--- src/rtl/aes_128_in_loader.sv ---
// Load stage for aes_128: assembles a 32-bit key/plaintext word stream into held 128-bit key/in_bus blocks.
// Optional build macro AES_KEY_REUSE_EN adds s_key_keep to reuse the previous key for 4-word jobs.
`timescale 1ns/1ps

module aes_128_in_loader #(
  parameter bit MSW_FIRST = 1'b1
) (
  input  logic         clk,
  input  logic         rst_n,
  input  logic [31:0]  s_data,
  input  logic         s_valid,
  output logic         s_ready,
`ifdef AES_KEY_REUSE_EN
  input  logic         s_key_keep,
`endif
  output logic [127:0] in_bus,
  output logic [127:0] key,
  output logic         blk_valid,
  input  logic         blk_ready,
  output logic [7:0]   blk_cnt
);

  typedef enum logic [1:0] {
    LOAD_KEY  = 2'd0,
    LOAD_DATA = 2'd1,
    HOLD      = 2'd2
  } state_t;

  state_t      state;
  logic [1:0]  cnt;
  logic [31:0] key_sh [4];
  // d3 goes straight from s_data into in_bus, so only three data words need staging.
  logic [31:0] dat_sh [3];
  logic        xfer;
  logic        key_skip;

  function automatic logic [127:0] pack_words(input logic [31:0] w0, w1, w2, w3);
    return MSW_FIRST ? {w0, w1, w2, w3} : {w3, w2, w1, w0};
  endfunction

  // Decoded from state only, so no input reaches an output combinationally.
  assign s_ready = (state != HOLD);
  assign xfer    = s_valid && s_ready;

`ifdef AES_KEY_REUSE_EN
  logic key_loaded;

  always_ff @(posedge clk or negedge rst_n) begin
    if (!rst_n) begin
      key_loaded <= 1'b0;
    end else if (state == LOAD_DATA && xfer && cnt == 2'd3) begin
      key_loaded <= 1'b1;
    end
  end

  assign key_skip = s_key_keep && key_loaded && (cnt == 2'd0);
`else
  assign key_skip = 1'b0;
`endif

  // NOTE: sequential state uses non-blocking assignments so every flop samples pre-edge values.
  always_ff @(posedge clk or negedge rst_n) begin
    if (!rst_n) begin
      state     <= LOAD_KEY;
      cnt       <= 2'd0;
      in_bus    <= '0;
      key       <= '0;
      blk_valid <= 1'b0;
      blk_cnt   <= 8'd0;
      // NOTE: the shadow word arrays are reset too, so an aborted job leaves no residue behind.
      for (int i = 0; i < 4; i++) key_sh[i] <= '0;
      for (int i = 0; i < 3; i++) dat_sh[i] <= '0;
    end else begin
      case (state)
        LOAD_KEY: begin
          if (xfer) begin
            if (key_skip) begin
              dat_sh[0] <= s_data;
              cnt       <= 2'd1;
              state     <= LOAD_DATA;
            end else begin
              key_sh[cnt] <= s_data;
              cnt         <= cnt + 2'd1;
              if (cnt == 2'd3) state <= LOAD_DATA;
            end
          end
        end
        LOAD_DATA: begin
          if (xfer) begin
            if (cnt == 2'd3) begin
              key       <= pack_words(key_sh[0], key_sh[1], key_sh[2], key_sh[3]);
              in_bus    <= pack_words(dat_sh[0], dat_sh[1], dat_sh[2], s_data);
              blk_valid <= 1'b1;
              cnt       <= 2'd0;
              state     <= HOLD;
            end else begin
              dat_sh[cnt] <= s_data;
              cnt         <= cnt + 2'd1;
            end
          end
        end
        HOLD: begin
          if (blk_ready) begin
            blk_valid <= 1'b0;
            blk_cnt   <= blk_cnt + 8'd1;
            state     <= LOAD_KEY;
          end
        end
        default: begin
          state <= LOAD_KEY;
          cnt   <= 2'd0;
        end
      endcase
    end
  end

endmodule

--- config.mk ---
export PLATFORM = sky130hd
export DESIGN_NAME = aes_128_in_loader
export DESIGN_NICKNAME = d
export VERILOG_FILES = /design/src/rtl/aes_128_in_loader.sv
export SDC_FILE = /design/constraint.sdc
export NUM_CORES = 1
export LEC_CHECK = 0
export CAP_MARGIN = 25
export CORE_MARGIN = 5
export CORE_UTILIZATION = 48
export DETAILED_ROUTE_END_ITERATION = 16
export PLACE_DENSITY = 0.78
export SLEW_MARGIN = 20
export SYNTH_ARGS = -nofsm -noshare
export SYNTH_HDL_FRONTEND = slang
export SYNTH_SLANG_ARGS = --single-unit
--- constraint.sdc ---
create_clock -name clk -period 1.8 [get_ports clk]
set_input_delay 0.36 -clock clk [delete_from_list [all_inputs] [get_ports clk]]
set_output_delay 0.36 -clock clk [all_outputs]
set_load 0.05 [all_outputs]
Yosys cells after proc, flatten, opt, wreduce, memory -nomap -nowiden
Index checks and enable logic that the tools add are counted.

Reductions and logical operators: 11. Add/subtract/negate cells: 2. Eq/ne operators: 9. Magnitude comparators: 2. Mux-type cells: 18. Bitwise logic cells: 3.

Operators with widths (count): $bwmux 128 (1); $bwmux 96 (1); $demux 32 s2 (1); $mux 32 (1); $mux 2 (8); $ne 2x2->1 const B (6); $pmux 2 s3 (2); $reduce_and 3->1 (3); $add 8x1->8 const B (1); $reduce_and 5->1 (1); $eq 2x2->1 const B (2); $reduce_and 2->1 (2); $reduce_and 4->1 (1); $ge 3x3->1 const B (1); $lt 3x1->1 const B (1); $mux 1 (3); $not 2->3 (1); $add 2x1->2 const B (1); $eq 2x1->1 const B (1); $logic_and 1x1->1 (2); $logic_not 2->1 (1); $not 1->1 (2); $pmux 1 s2 (1); $reduce_bool 2->1 (1).

Output and inout port bits: 266. Register bits after elaboration: 493. Logic and storage cells: 58. Input port bits: 36.

Depth between registers and ports, before layout
Depth after elaboration: 6. Depth in mapped cells: 6.

Least setup slack after synthesis
OpenSTA, ideal clock, no wires.

Kind: reg2reg. Start: reg cnt[0]. End: reg dat_sh[10] in the netlist's numbering. Setup slack: 0.069 ns. Clock period less this slack: 1.731 ns. Required time: 1.672 ns. Data arrival time: 1.604 ns. Library setup time: 0.128 ns. Stages on the path, launching flop included: 6. Path through: dfrtp_1 > ha_1 > and4bb_2 > nand2_2 > buf_4 > mux2_1.

Cells in the longest elaborated chain, start to end: 6. Elaborated cells on any way between the ends: 10.

RTL lines: from (decl) (line 30) `logic [1:0] cnt;`; from (signal assigned) (line 83) `cnt <= cnt + 2'd1;`; from (signal assigned) (line 98) `cnt <= cnt + 2'd1;`; $not 2->3 (implied by the code) (line 97) `dat_sh[cnt] <= s_data;`; $ge 3x3->1 (implied by the code) or $lt 3x1->1 (tied branches) (line 97); $logic_and 1x1->1 (implied by the code) (line 97); $mux 32 (implied by the code) (line 97); $demux 32 s2 (line 97); $bwmux 96 (line 97); to (signal, indexed assignment) (line 97); to (decl) (line 33) `logic [31:0] dat_sh [3];`.

Parallel ways exist; a longest one is shown, timed or not. A chain may end at the register's enable or synchronous reset.

Worst setup path after layout
Start: reg cnt[1]. End: reg dat_sh[12] in the netlist's numbering.

The elaborated chain is that of the path after synthesis.

==> key figures <==
Outcome
  – Outcome: complete, no violations

Setup path
  – Longest individual stage delay on the worst path: 0.41 ns
  – Data arrival time of the worst path: 2.19 ns
  – Critical R2R Capture: dat_sh[12]
  – Worst Setup End Kind: flip-flop
  – FF-to-FF setup slack: 0.05 ns
  – Cells along the critical path: ha_1 -> and4bb_2 -> nand2_2 -> buf_12 -> mux2_1
  – Required time reported for the critical path endpoint: 2.24 ns
  – Startpoint of the lowest-slack register-to-register path: cnt[1]
  – Slowest cell on crit path: dfrtp_1
  – Crit Path Class: reg2reg
  – R2R depth: 5
  – Startpoint type of the worst setup path: flip-flop
  – Worst-path maximum fanout: 16

Synthesis
  – Compound-Gate Fraction of Synth Area: 0.00188
  – Simple-gate area share of the yosys netlist: 0.00942
  – Synth cell types: 30
  – Multiplexer area fraction after synthesis: 0.292
  – Number of flip-flops and latches in the synthesized netlist: 493
  – Ys flop type: dfrtp_1
  – Total of warnings raised by yosys: 0
  – Number of enable-type register cells in the synthesized netlist: 0
  – Adder-cell area share of the yosys netlist: 0.00336
  – Sequential element share of the synthesized area: 0.663
  – Proportion of register bits with asynchronous set or reset after synthesis: 1.00
  – Cell type with the highest aggregate area in the netlist: dfrtp_1
  – Post-synthesis cell area: 18600 sq um
  – Post-Synthesis Mean Instance Area: 17.2 sq um
  – Top-area cell type share of the netlist area: 0.663
  – Synthesized net count: 1122
  – Cell types occupying the most area after synthesis: dfrtp_1 (66%), mux2_1 (21%), mux2_2 (8.1%)
  – Main combinational cell family by area after synthesis: multiplexers
  – Synthesized instance count: 1081
  – Post-Synth XOR/XNOR Area: 0.00377

Timing
  – Unrepaired setup endpoints after global routing: yes
  – Max Clock Skew: 0.0201 ns
  – Total negative setup slack: 0 ns
  – Hold Violations, Final: 0
  – Fmax achieved: 570 MHz
  – Share of the clock period used by the worst path after layout: 0.974
  – Worst setup slack after layout: 0.0464 ns
  – Minimum period implied by the final worst setup slack: 1.75 ns
  – Fin. max-slew vios: 0
  – Setup violations, final: 0
  – Max-Slew Margin vs Limit: 0.724
  – Slew @ Worst Pin: 0.413 ns

GRT
  – Antenna violations before repair: 0
  – Vias in the first global route: 11406
  – Pin count of the biggest net entering global routing: 70
  – Overall global routing resource usage: 0.198
  – Global-route wire length before repair: 66000 microns
  – Total gr overflow: 0

CTS
  – CTS clock-pin slew for the worst setup and hold paths: 0.06 ns
  – CTS tree: yes
  – Buffer depth of the longest clock path: 3
  – TritonCTS buffer count: 50
  – Level count of the clock H-tree: 2
  – Clock root cell: clkbuf_16
  – Clk_lat worst skew: 0.57 ns
  – Num Clock Sinks: 493

Route
  – Total length of routed wires: 41700 microns
  – Violation count after the first detailed-route iteration: 317
  – Via-to-Cell Ratio: 5.18
  – Vias post-DR: 10371
  – Per-cell routed wire length: 20.8 microns
  – Antenna viol nets, final: 0
  – Detailed Routing Iterations Pass 1: 4
  – Number of remaining DRC errors: 0

Flow run
  – Max-cap violations: 0

Floorplanning
  – Die width: 207 microns
  – Die Y: 207 microns
  – Site Rows: 72
  – Std-Cell Core Area: 38500 sq um
  – Full die area: 42800 sq um
  – Initial core utilization: 0.483
  – Boundary Pins: 302

Placement
  – Weighted congestion reported at the end of routability-driven placement: 0.772
  – Dpl hpwl: 28500 microns
  – Setup Slack @ Placement: -0.285 ns
  – Number of cells in the design after placement: 1908
  – Number of buffer cells added on primary ports: 301

Cells and area
  – Number of nets in the layout: 1490
  – Layout area overhead: 27.8%
  – Leading cell types in the layout, fill and taps excluded: dfrtp_1 (491), mux2_1 (346), buf_4 (297), mux2_2 (134), clkbuf_16 (52)
  – Number of filler cells placed in the layout: 2799
  – Ratio of cells with drive above 1 in the final layout: 0.374
  – Final standard cell utilization of the core: 0.618
  – Number of standard cells in the final layout excluding fillers: 2003
  – Antenna cells: 0
  – Most common library cell in the layout ignoring fill and taps: dfrtp_1

Min path
  – Worst hold path class: in2async
cell families (layout without fill, tap and decap cells):
kind of cell | Yosys count | after routing
flip-flops | 493 | 493
multiplexers | 482 | 482
buffers and inverters | 61 | 465
XOR/XNOR | 8 | 8
AND/OR/NAND/NOR | 26 | 26
AO/OA/AOI/OAI | 6 | 6
adder cells (fa/ha/maj) | 5 | 5
synth_stat cells, types with 2 or more instances:
| cell | n |
|---|---|
| nand2_1 | 3 |
| nor3b_1 | 2 |
| a21oi_1 | 2 |
| xor2_1 | 5 |
| buf_6 | 20 |
| and3_1 | 3 |
| mux2_1 | 347 |
| nand2_2 | 3 |
| nor2_1 | 4 |
| o22ai_1 | 2 |
| nor3_1 | 2 |
| dfrtp_1 | 493 |
| inv_1 | 6 |
| xnor2_1 | 3 |
| ha_1 | 5 |
| buf_4 | 27 |
| mux2_2 | 134 |
| buf_2 | 8 |
per-stage QoR:
stage	instance area, sq um	hold WS, ns
after CTS	23700	0.207
after global placement	22000	0.239
after detailed placement	22000	0.238
final	23800	0.236
after global routing	23800	0.239
after floorplan	18600	0.0644
sequential cells by signal (all words and copies together), names as in the netlist:
register	cells
in_bus	128
key	128
key_sh	128
dat_sh	96
blk_cnt	8
cnt	2
state	2
blk_valid	1
layout make-up:
cell class | instances | area (sq um) | area share
sequential | 493 | 12300 | 0.519
clock buffer | 77 | 1480 | 0.0624
clock inverter | 11 | 126 | 0.00532
inverter | 6 | 22.5 | 0.000947
tap | 518 | 648 | 0.0273
timing repair buffer | 371 | 3360 | 0.141
multi-input combinational | 527 | 5790 | 0.244
layer usage:
| layer | up-vias | share of wire | track usage |
|---|---|---|---|
| li1 | 4549 | - | - |
| met3 | 73 | 0.050 | 0.0373 |
| met1 | 5510 | 0.43 | 0.267 |
| met2 | 239 | 0.50 | 0.328 |
| met5 | - | 0 | 0 |
| met4 | 0 | 0.029 | 0.0666 |
worst max-delay path: cells and delay by family, from the launching register on:
kind | cells | cell delay (ns)
DFF | 1 | 0.41
buffers and inverters | 1 | 0.19
muxes | 1 | 0.33
adders and majority gates | 1 | 0.21
and+or+nand+nor | 2 | 0.50
worst max-delay path by stage:
stage | from | endpoint | slack [ns] | depth (start not counted)
floorplan | cnt[0] | dat_sh[10] | 0.07 | 5
global placement | s_valid | key[7] | -0.25 | 6
detailed placement | s_valid | key[6] | -0.28 | 6
CTS | cnt[0] | key_sh[97] | 0.005 | 6
global route | cnt[1] | dat_sh[12] | -0.03 | 5
finish | cnt[1] | dat_sh[12] | 0.05 | 5
timing repair:
action	in CTS	in global routing
cloned	0	1
setup buffers	4	1
hold buffers	1	0
gates resized for setup	3	8
setup endpoints to repair	1	72
pin swaps	0	0
endpoints found under the hold margin	156	0
Power is not shown: default switching activity piles up to over one toggle a cycle in this logic, so the estimate is an artifact.
==> RTL edit 1: new RTL, same settings <==
Register the output `blk_cnt` once more, cleared by the reset; this adds one clock of latency there. The other outputs are not delayed to match.
--- a/src/rtl/aes_128_in_loader.sv
+++ b/src/rtl/aes_128_in_loader.sv
@@ -25,6 +25,8 @@
     LOAD_DATA = 2'd1,
     HOLD      = 2'd2
   } state_t;
+
+  logic [7:0] blk_cnt_s0;
 
   state_t      state;
   logic [1:0]  cnt;
@@ -66,7 +68,7 @@
       in_bus    <= '0;
       key       <= '0;
       blk_valid <= 1'b0;
-      blk_cnt   <= 8'd0;
+      blk_cnt_s0 <= 8'd0;
       // NOTE: the shadow word arrays are reset too, so an aborted job leaves no residue behind.
       for (int i = 0; i < 4; i++) key_sh[i] <= '0;
       for (int i = 0; i < 3; i++) dat_sh[i] <= '0;
@@ -102,7 +104,7 @@
         HOLD: begin
           if (blk_ready) begin
             blk_valid <= 1'b0;
-            blk_cnt   <= blk_cnt + 8'd1;
+            blk_cnt_s0 <= blk_cnt_s0 + 8'd1;
             state     <= LOAD_KEY;
           end
         end
@@ -114,5 +116,13 @@
     end
   end
 
+  always_ff @(posedge clk or negedge rst_n) begin
+    if (!rst_n) begin
+      blk_cnt <= '0;
+    end else begin
+      blk_cnt <= blk_cnt_s0;
+    end
+  end
+
 endmodule
 
Function: not settled (the Yosys comparison gave no result); the edit may change what the design does.
==> RTL edit 1 against the original RTL <==
- sequential cell count increased by 8
- design area increased by 3.3%
- the flow now finishes with violations (negative setup slack)
- die area rose by 3.9%
- worst setup slack got worse by 0.099 ns
- wire length up 7.0%
- synthesized area up 4.1%
- critical path type is now flip-flop to output pin
- largest cell class unchanged
- highest routed layer unchanged
==> RTL edit 1: results (changes against the original RTL) <==
| Metric | Value |
|---|---|
| Status | `complete, but fails checks` |
| Failing checks | `negative setup slack` |
| Setup TNS | `-1.216 ns (-1.216 ns)` |
| Synth Area in Compound Gates | `0.1551% (-0.033 points)` |
| Final WS setup | `-0.05301 ns (-0.09939 ns)` |
| Synth cell types | `31 (+3.3%)` |
| Initial antenna violation count | `1 (+1)` |
| Post-synthesis adder-cell area fraction | `0.3878% (+0.051 points)` |
| LEAKAGE | `11.99 nW` |
| Tot GR Track Use | `19.95% (+0.12 points)` |
| Post-placement cell count | `1925 (+0.89%)` |
| Detail Placement HPWL | `29540 microns (+3.5%)` |
| Post-DR wirelength/cell | `22.04 microns (+5.8%)` |
| Routability congestion estimate | `0.7730 (+0.12%)` |
| Mux share of post-synthesis cell area | `30.18% (+1.0 points)` |
| Post-CTS sizing | `4 (+1)` |
| Dpl cell area | `22720 sq um (+3.1%)` |
| Via density | `5.182 (about the same)` |
| Worst rel slew slack | `65.85% (-6.5 points)` |
| Vias in the first global route | `11750 (+3.0%)` |
| Skew final | `0.02029 ns (+0.0002074 ns)` |
| Setup slack at placement | `-0.2886 ns (-0.004033 ns)` |
| Largest net degree at the start of global routing | `91 (+30%)` |
| Syn Area/Cell | `17.83 sq um (+3.6%)` |
| CTS max path bufs | `3 (unchanged)` |
| Routed metal-1 wire length | `18540 microns (+4.5%)` |
| Drt initial violations | `515 (+62%)` |
| Crit path max-delay family | `flip-flops` |
| Vias | `10500 (+1.2%)` |
| Core Area | `39820 sq um (+3.5%)` |
| Met3 Wirelength | `2851 microns (+38%)` |
| Post-Synth XOR/XNOR Area | `0.3619% (-0.015 points)` |
| NumNets Final | `1505 (+1.0%)` |
| GR Layer Usage met2 | `33.24% (+0.42 points)` |
| Final setup viols | `65 (+65)` |
| Layout cells sized above 1 | `60.00% (+23 points)` |
| Wire length on met2 | `22160 microns (+7.0%)` |
| First-pass GRT wire length | `69720 microns (+5.6%)` |
| Met3 GRT Util | `5.763% (+2.0 points)` |
| Mapped Nets | `1128 (+0.53%)` |
| Synth top cells by count | `501 x dfrtp_1, 355 x mux2_2, 108 x mux2_4, 27 x buf_6, 18 x mux2_1` |
| GR Layer Usage met1 | `25.67% (-1.1 points)` |
| Sequential share of the synthesized area | `64.76% (-1.6 points)` |
| CTS root buffer | `clkbuf_16` |
| Top cells by area, synth | `dfrtp_1 65%, mux2_2 21%, mux2_4 8.4%` |
| Max FO, Critical Path | `2 (-14)` |
| Slowest stage delay, CP | `0.37 ns (-0.04 ns)` |
| Worst EP arrival | `1.49 ns (-0.70 ns)` |
| Post CTS Setup Buffer Count | `5 (+1)` |
| DRT Pass-1 Iters | `4 (unchanged)` |
==> RTL edit 1: path summary, 6_finish.rpt <==
kind                                from    endpoint  slack (ns)  cells past startpoint
max                             state[1]     s_ready       -0.05                      3
min                                rst_n  key_sh[38]        0.28                      2
max reg2reg                       cnt[0]   dat_sh[7]       -0.04                      5
min reg2reg                blk_cnt_s0[7]  blk_cnt[7]        0.40                      0
max in group asynchronous          rst_n  key_sh[45]        0.72                      3
min in group clk           blk_cnt_s0[7]  blk_cnt[7]        0.40                      0
==> RTL edit 1: cell type report <==
cell class                 count  area [sq um]
clock buffer                  78          1540
tap                          525         656.9
inverter                       3         11.26
sequential                   501         12540
multi-input combinational    526          6260
antenna                        1         2.502
fill                        2944         15270
timing repair buffer         380          3465
clock inverter                12         85.08
==> RTL edit 1: report_power, final <==
part           internal, mW  leakage, nW  total, mW  switching [mW]
clock                  6.00        0.812       10.2            4.22
combinational          9.67         4.98       23.6            14.0
sequential             16.6         6.20       19.8            3.24
==> RTL edit 2: new RTL, config.mk and constraints unchanged <==
Made on the original files. Add a define of `AES_KEY_REUSE_EN`.
--- a/src/rtl/aes_128_in_loader.sv
+++ b/src/rtl/aes_128_in_loader.sv
@@ -1,6 +1,8 @@
 // Load stage for aes_128: assembles a 32-bit key/plaintext word stream into held 128-bit key/in_bus blocks.
 // Optional build macro AES_KEY_REUSE_EN adds s_key_keep to reuse the previous key for 4-word jobs.
 `timescale 1ns/1ps
+
+`define AES_KEY_REUSE_EN
 
 module aes_128_in_loader #(
   parameter bit MSW_FIRST = 1'b1
Interface: changed (added s_key_keep); port bits go from 302 to 303. The function was not compared with the original's and may differ.
==> RTL edit 2 against the original RTL <==
- synthesized area increased by 2.8%
- via count is 7.6% higher
- design area grew 4.3%
- the run now ends with negative setup slack left
- wire length is 13% higher
- worst setup slack got worse by 0.074 ns
- core utilization up 0.90 points
- sequential cell count grew 1
==> RTL edit 2: results (changes against the original RTL) <==
| Metric | Value |
|---|---|
| Post-Synth XOR/XNOR Area | `0.3206% (-0.056 points)` |
| DRT Pass-1 Iters | `4 (unchanged)` |
| Vias | `11160 (+7.6%)` |
| Ys async rst share | `100.0% (unchanged)` |
| Status | `complete, but fails checks` |
| Registers with the most flip-flops | `in_bus x128, key x128, key_sh x128` |
| Area leader, netlist | `dfrtp_1` |
| Synth top cells by count | `494 x dfrtp_1, 287 x mux2_2, 90 x mux2_4, 65 x o21ai_0, 40 x mux2_1` |
| Top cells by area, synth | `dfrtp_1 65%, mux2_2 17%, mux2_4 7.1%` |
| Reg2reg start | `cnt[0]` |
| Sequential share of the synthesized area | `64.65% (-1.7 points)` |
| R2R Setup Slk | `-0.03 ns (-0.07 ns)` |
| VDD IR max | `between 1.5 and 2 mV` |
| Kind of critical path | `flip-flop to flip-flop` |
| Post-placement cell count | `2017 (+5.7%)` |
| Post-synthesis adder-cell area fraction | `0.3272% (-0.0092 points)` |
| LEAKAGE | `12.05 nW` |
| Via density | `5.245 (+1.3%)` |
| Largest net degree at the start of global routing | `84 (+20%)` |
| Worst EP arrival | `2.28 ns (+0.09 ns)` |
| Worst R2R End | `in_bus[5]` |
| Detail Placement HPWL | `30400 microns (+6.5%)` |
| Synth Area in Compound Gates | `2.015% (+1.8 points)` |
| DRC violations left | `0 (unchanged)` |
| Failing checks | `negative setup slack` |
| Clock latency on the worst-skew pair | `0.57 ns (about the same)` |
| Synth cell types | `37 (+23%)` |
| Worst slew pin tran | `0.5875 ns (+0.1743 ns)` |
| Max FO, Critical Path | `32 (+16)` |
| Setup TNS | `-0.5617 ns (-0.5617 ns)` |
| Total CTS buffers | `51 (+2.0%)` |
| IO Port Bufs | `302 (+0.33%)` |
| Hold Path Class | `input pin to asynchronous set/reset pin` |
| Mapped Nets | `1231 (+9.7%)` |
| Drt initial violations | `481 (+52%)` |
| Clk slew on worst S/H paths | `0.06 ns (about the same)` |
| Worst r2r path cells | `6 (+1)` |
| Mux share of post-synthesis cell area | `28.05% (-1.1 points)` |
| Routability congestion estimate | `0.7922 (+2.6%)` |
| Syn Area/Cell | `16.08 sq um (-6.5%)` |
| NumNets Final | `1606 (+7.8%)` |
| Tot GR Track Use | `20.89% (+1.1 points)` |
| Skew final | `0.01227 ns (-0.007811 ns)` |
| WL final | `47030 microns (+13%)` |
| Final setup viols | `62 (+62)` |
| Initial antenna violation count | `3 (+3)` |
| First-pass GRT wire length | `72020 microns (+9.1%)` |
| Vias in the first global route | `12070 (+5.9%)` |
| Layout cells sized above 1 | `51.75% (+14 points)` |
| Largest family of logic cells by synthesized area | `multiplexers` |
| Setup slack at placement | `-0.3228 ns (-0.03823 ns)` |
| CTS max path bufs | `3 (unchanged)` |
| Final WS setup | `-0.02783 ns (-0.07421 ns)` |
[RTL edit 2: area by class of cell]
| type | count | area [sq um] |
|---|---|---|
| clock buffers | 71 | 1474 |
| inverters | 34 | 132.6 |
| clock inverters | 18 | 247.7 |
| diodes | 2 | 5.005 |
| flip-flops and latches | 494 | 12370 |
| well taps | 525 | 656.9 |
| repair buffers | 384 | 3605 |
| fillers | 2902 | 14750 |
| multi-input cells | 599 | 6310 |
[RTL edit 2: power groups by stage]
stage / Sequential (mW) / Clock [mW] / Combinational (mW)
6_report: 19.6 / 10.8 / 25.0
3_5_place_dp: 19.7 / 0 / 24.6
4_1_cts: 19.6 / 11.0 / 24.9
3_3_place_gp: 19.4 / 0 / 24.1
5_1_grt: 20.2 / 11.5 / 26.3
2_1_floorplan: 28.2 / 0 / 7.69
[RTL edit 2: per-layer routing]
metal	GRT usage (%)	vias up	wire length, microns
li1	-	4929	-
met1	28.48	5871	20020
met2	33.19	278	22510
met3	6.069	77	3327
met4	5.738	2	1165
met5	0	-	7
[RTL edit 2: kinds of logic after synthesis]
family,Yosys count
XOR/XNOR,7
AO/OA/AOI/OAI,73
multiplexers,450
adder cells (fa/ha/maj),5
flip-flops,494
buffers and inverters,96
AND/OR/NAND/NOR,64
[RTL edit 2: worst min path at each step]
stage	end	slack, ns	startpoint	depth (start not counted)
after detailed placement	key_sh[72]	0.25	rst_n	1
after CTS	key[66]	0.23	rst_n	2
final	key[66]	0.25	rst_n	2
after global placement	key_sh[73]	0.25	rst_n	1
after floorplan	blk_cnt[0]	0.06	rst_n	0
after global routing	key_sh[67]	0.27	rst_n	2
[RTL edit 2: per-stage QoR]
step                      util [%]  cell area [sq um]
final                        62.70              24800
after CTS                    62.00              24520
after floorplan                  -              19120
after detailed placement     57.37              22690
after global routing         62.70              24800
after global placement       57.37              22690
[RTL edit 2: repair_timing]
action                                  4_1_cts  5_1_grt
endpoints found under the hold margin       218        0
gates resized for setup                      16       12
hold buffers                                  1        0
gates cloned                                  1        6
endpoints found under the setup margin      250      221
buffers inserted                              2        9
pin swaps                                     1        3
[RTL edit 2: critical path, cell delays in order (launching register included)]
cell and delay, ns:
dfrtp_2 0.45, ha_4 0.20, nand4b_1 0.10, buf_4 0.17
buf_4 0.18, buf_12 0.21, mux2_2 0.36
